===== src/rtl/d2_ag_latch.sv =====
// D2 -> AG pipeline latch: one main register plus a one-entry skid buffer,
// registered ready toward D2, whole-latch flush, saturating AG-stall counter.
module d2_ag_latch #(
    parameter int W     = 325,
    parameter int CNT_W = 16
) (
    input  logic             clk,
    input  logic             reset,
    input  logic             V_D2,
    input  logic [W-1:0]     D2_PAYLOAD,
    output logic             D2_READY,
    input  logic             AG_STALL,
    input  logic             FLUSH,
    output logic             V_AG,
    output logic [W-1:0]     AG_PAYLOAD,
    output logic [1:0]       OCCUPANCY,
    output logic [CNT_W-1:0] STALL_CNT
);

    // Encoding is {MV, SV} so the valid bits fall straight out of the state.
    typedef enum logic [1:0] {
        EMPTY = 2'b00,
        ONE   = 2'b10,
        TWO   = 2'b11
    } state_t;

    state_t             state_q, state_d;
    logic [W-1:0]       main_q, main_d;
    logic [W-1:0]       skid_q, skid_d;
    logic               rdy_q, rdy_d;
    logic [CNT_W-1:0]   cnt_q, cnt_d;
    logic               mv, acc, cons;

    assign mv   = state_q[1];
    assign acc  = V_D2 & rdy_q;
    assign cons = mv & ~AG_STALL;

    always_comb begin
        state_d = state_q;
        main_d  = main_q;
        skid_d  = skid_q;
        cnt_d   = cnt_q;
        unique case (state_q)
            EMPTY: begin
                if (acc) begin
                    state_d = ONE;
                    main_d  = D2_PAYLOAD;
                end
            end
            ONE: begin
                if (cons && acc) begin
                    main_d = D2_PAYLOAD;
                end else if (cons) begin
                    state_d = EMPTY;
                end else if (acc) begin
                    state_d = TWO;
                    skid_d  = D2_PAYLOAD;
                end
            end
            TWO: begin
                if (cons) begin
                    state_d = ONE;
                    main_d  = skid_q;
                end
            end
            default: state_d = EMPTY;
        endcase
        if (mv && AG_STALL && !(&cnt_q)) begin
            cnt_d = cnt_q + CNT_W'(1);
        end
        // Flush drops held entries but leaves payload registers untouched.
        if (FLUSH) begin
            state_d = EMPTY;
            main_d  = main_q;
            skid_d  = skid_q;
            cnt_d   = cnt_q;
        end
        rdy_d = (state_d != TWO);
    end

    always_ff @(posedge clk) begin
        if (reset) begin
            state_q <= EMPTY;
            main_q  <= '0;
            skid_q  <= '0;
            rdy_q   <= 1'b1;
            cnt_q   <= '0;
        end else begin
            state_q <= state_d;
            main_q  <= main_d;
            skid_q  <= skid_d;
            rdy_q   <= rdy_d;
            cnt_q   <= cnt_d;
        end
    end

    assign D2_READY   = rdy_q;
    assign V_AG       = mv;
    assign AG_PAYLOAD = main_q;
    assign OCCUPANCY  = {1'b0, state_q[1]} + {1'b0, state_q[0]};
    assign STALL_CNT  = cnt_q;

endmodule


===== config.mk =====
export PLATFORM = sky130hd
export DESIGN_NAME = d2_ag_latch
export DESIGN_NICKNAME = d
export VERILOG_FILES = /design/src/rtl/d2_ag_latch.sv
export SDC_FILE = /design/constraint.sdc
export NUM_CORES = 2
export LEC_CHECK = 0
export ABC_AREA = 1
export CORE_AREA = 5 5 261 263
export DETAILED_ROUTE_END_ITERATION = 10
export DIE_AREA = 0 0 266 268
export PLACE_DENSITY_LB_ADDON = 0.12
export SLEW_MARGIN = 20
export SYNTH_ARGS = -nofsm -noshare
export SYNTH_HDL_FRONTEND = slang
export SYNTH_SLANG_ARGS = --single-unit

===== constraint.sdc =====
create_clock -name clk -period 4.48 [get_ports clk]
set_input_delay 1.344 -clock clk [delete_from_list [all_inputs] [get_ports clk]]
set_output_delay 1.344 -clock clk [all_outputs]
set_load 0.02 [all_outputs]

### After elaboration in Yosys (flattened, before gate mapping)

Cells that the tools add are included.

* flip-flop bits (word level): 669
* bits of input ports: 330
* output and inout bits: 345

* $add $sub $neg: 2
* equal/unequal tests: 6
* muxes and demuxes: 11
* bitwise logic cells: 6
* reduce and logical (&&, ||, !) cells: 10

Operators with widths (count)
* 325-bit two-way mux: 3
* 325-bit case mux with 3 select lines: 1
* 16-bit by 1-bit adder with 16-bit output (second input constant): 1
* 16-bit AND reduction: 1
* 2-bit two-way mux: 6
* 5-bit AND reduction: 2
* 2-bit inequality test (second input constant): 4
* 2-bit case mux with 3 select lines: 1
* 2-bit equality test (second input constant): 2
* 1-bit inverter: 4
* 1-bit logical AND: 3
* 3-bit nonzero test: 1
* 1-bit by 1-bit adder with 2-bit output: 1
* 1-bit bitwise AND: 2
* 2-bit logical NOT: 1
* 2-bit AND reduction: 1
* 1-bit logical NOT: 1

### Logic depth before layout (Yosys ltp)

* depth in word-level cells: 7
* gate-level depth with buffers: 12

### Worst setup path before layout

Ideal clock, no wire load.

* path type: input -> register
* start point: input V_D2
* end point: register skid_q[319]
* setup time: 0.065 ns
* data arrival time: 2.383 ns
* setup slack: 2.032 ns
* stages: 9
* path buffers: 3
* cell sequence: nand2_1 > inv_2 > nand4_1 > buf_2 > inv_2 > buf_2 > buf_2 > nor2_1 > nor2_1

* longest elaborated chain between the ends: 4

RTL lines
* from (decl): line 9 `input logic V_D2,`
* 1-bit bitwise AND *: line 35 `assign acc = V_D2 & rdy_q;`
* 1-bit logical AND: line 51 `if (cons && acc) begin`
* 1-bit inverter (no source line)
* 5-bit AND reduction (no source line) *
* to (signal assigned): line 91 `skid_q <= skid_d;`
* to (decl): line 29 `logic [W-1:0] skid_q, skid_d;`

Every way passes the cells marked *; elsewhere a longest branch is shown, timed or not.
A chain may end at the register's enable or synchronous reset.

### Worst setup path in the final report

* start point: register state_q[1]
* end point: output OCCUPANCY[0]

* longest elaborated chain between the ends: 1

RTL lines
* from (decl): line 27 `state_t state_q, state_d;`
* from (signal assigned): line 89 `state_q <= state_d;`
* 1-bit by 1-bit adder with 2-bit output: line 100 `assign OCCUPANCY = {1'b0, state_q[1]} + {1'b0, state_q[0]};`
* to (decl): line 16 `output logic [1:0] OCCUPANCY,`

Every way passes these cells.

==> impl_results.md <==
* Worst Setup Start Kind: register
* Largest net degree at the start of global routing at 178
* I/O pin count at 675
* Crit-path max FO at 6
* Global-route wire length before repair at 138300 µm
* Standard-cell rows at 94
* Vias per Instance at 4.904
* Grt ovf at 0
* Synth Warn # at 0
* Final Util at 0.5668
* Layout area overhead at 34.72%
* Root Driver: clkbuf_16
* Max Cap Viol at 0
* Setup violators final at 0
* Max VDD drop at 264.2 µV
* Layout cell share with drive strength beyond 1 at 0.03911
* Worst R2R Path Depth at 7
* Outcome: finished clean
* Routed vias at 27080
* Unrepaired setup endpoints after global routing: false
* Register area share after synthesis at 0.4868
* CTS Sinks at 669
* Commonest non-fill, non-tap cell in the layout: nor2_1
* Die height at 268 µm
* Required time of the critical path at 3140 ps
* Die X at 266 µm
* Period utilisation layout at 0.7630
* Die Area at 0.07129 mm²
* Initial Util at 0.4207
* Vias in the first global route at 23960
* Core area at 0.06539 mm²
* Hold Path Sink: AG_PAYLOAD[194]
* GRT Total Usage at 0.2407
* CTS tree: done
* Total Power at 14.76 mW
* Max Slew Vio Count at 0
* Gate count of the mapped netlist at 4060
* Drt pass-1 iters at 5
* Crit path capture type: output port
* P_leak at 14.89 nW
* CP arrival at 2070 ps
* # hold bufs at CTS at 0
* Crit-path cells: inv_2 -> ha_1 -> clkdlybuf4s50_1
* Synthesized net count at 4395
* Most frequent cells in the layout: nor2_1, nand2_1, clkdlybuf4s50_1
* Hold Path Class: reg -> reg
* Cell Area, Synth at 0.02751 mm²
* CTS clk-pin slew, worst paths at 60 ps
* Mapped Avg Cell Area at 6.777 µm²
* DRC at 0
* Hold Slack at 478.8 ps
* Post-CTS setup repair buffer count at 0
* Final nets at 4913
* Worst path max stage delay at 590 ps
* CP startpoint: state_q[1]
* Setup TNS at 0 ps
* Final antenna-violating net count at 0
* Area post-placement at 0.03464 mm²
* Top post-synthesis cells by area: dfxtp_1, nor2_1, nand2_1
* Htree depth at 3
* Min Clock Period, post-route at 3418 ps
* Hold Path Stages at 2
* 1st-iter DRT viols at 2259
* Synth area leader: dfxtp_1
* Worst Skew at 14.22 ps
* Critical-path top delay cell: clkdlybuf4s50_1
* Hold path startpoint: AG_PAYLOAD[194]
* Post-route cell area at 0.03706 mm²
* Pwr/cell area at 398.2 mW/mm²
* Worst-Skew Late Latency at 600 ps
* CTS resizes at 0
* Initial antenna violation count at 43
* DRT Wirelength at 91750 µm
* Reg2reg end: AG_PAYLOAD[112]
* R2r setup slk at 1610 ps
* PortBufs at 674
* Final Hold Viols at 0
* Worst rel slew slack at 0.2080
* CTS Buf Count at 73
* Yosys top cell area share at 0.4868
* Synth Register Bits at 669
* Post-DP HPWL at 61420 µm
* Worst R2R Start: state_q[1]
* Routability cong. at 0.8432
* WL/cell at 16.62 µm
* Clock Path Buffers at 3
* Worst slew pin tran at 1188 ps
* Max Fclk at 292.5 MHz
* Synth cell types at 27
* WS Path Type: reg -> out
worst max-delay path, delay by kind of cell, from the launching register on:
kind	cells	cell delay [ps]
flip-flops	1	490
buffers and inverters	2	700
adder cells (fa/ha/maj)	1	290
state kept, by name, summed over array words and instances, names as in the netlist:
name / cells
state_q: 2
AG_PAYLOAD: 325
D2_READY: 1
STALL_CNT: 16
skid_q: 325
area by class of cell:
cell class                      instances  area (µm²)
Antenna cell                           30       75.07
Clock buffer                          104        2125
Clock inverter                         21       226.5
Fill cell                            6426       28330
Inverter                               24       112.6
Multi-Input combinational cell       3077       12540
Sequential cell                       669       13390
Tap cell                              864        1081
Timing Repair Buffer                  733        7515
report_power, final:
part / leakage [nW] / switching [mW] / internal (mW)
registers: 5.46 / 0.216 / 6.29
clock network: 1.17 / 2.43 / 3.52
logic: 8.26 / 1.23 / 1.07
how the worst max path moves through the flow:
stage              endpoint  slack, ps  cells after the start
2_1_floorplan   skid_q[319]       2030                      9
3_3_place_gp      skid_q[3]       1100                      8
3_5_place_dp    skid_q[272]       1060                      8
4_1_cts        OCCUPANCY[0]       1010                      3
5_1_grt        OCCUPANCY[0]        940                      3
6_report       OCCUPANCY[0]       1060                      3
synthesized netlist by cell type (all sizes together):
cell	count
nor2	1330
nand2	1047
dfxtp	669
o21ai	334
nand3	332
buf	147
clkbuf	143
inv	23
a21oi	13
ha	5
nand4	4
xnor2	4
nand3b	3
xor2	2
a31oi	1
clkinv	1
o211ai	1
o22ai	1
layer usage:
layer,track usage,wire [µm],up-vias
met5,0,193,-
met4,0.08905,2511,28
met3,0.07819,7283,162
met2,0.3927,43990,739
met1,0.3001,37770,12370
li1,-,-,13780
cell families (layout without fill, tap and decap cells):
kind of cell,count (synthesis),count (layout),synth area share
simple gates,2716,2716,0.3868
fa+ha+maj,5,5,0.002274
other cells,0,30,0
compound gates,350,350,0.06399
flops,669,669,0.4868
xor+xnor,6,6,0.001910
buf+inv,314,882,0.05826
metrics by stage:
stage | worst slack, ps | cells
2_1_floorplan | 2032 | 4060
3_3_place_gp | 1098 | 5367
3_5_place_dp | 1059 | 5367
4_1_cts | 1011 | 5492
5_1_grt | 938.1 | 5514
6_report | 1062 | 5522
Note: power is estimated with default switching activity, not from simulation.
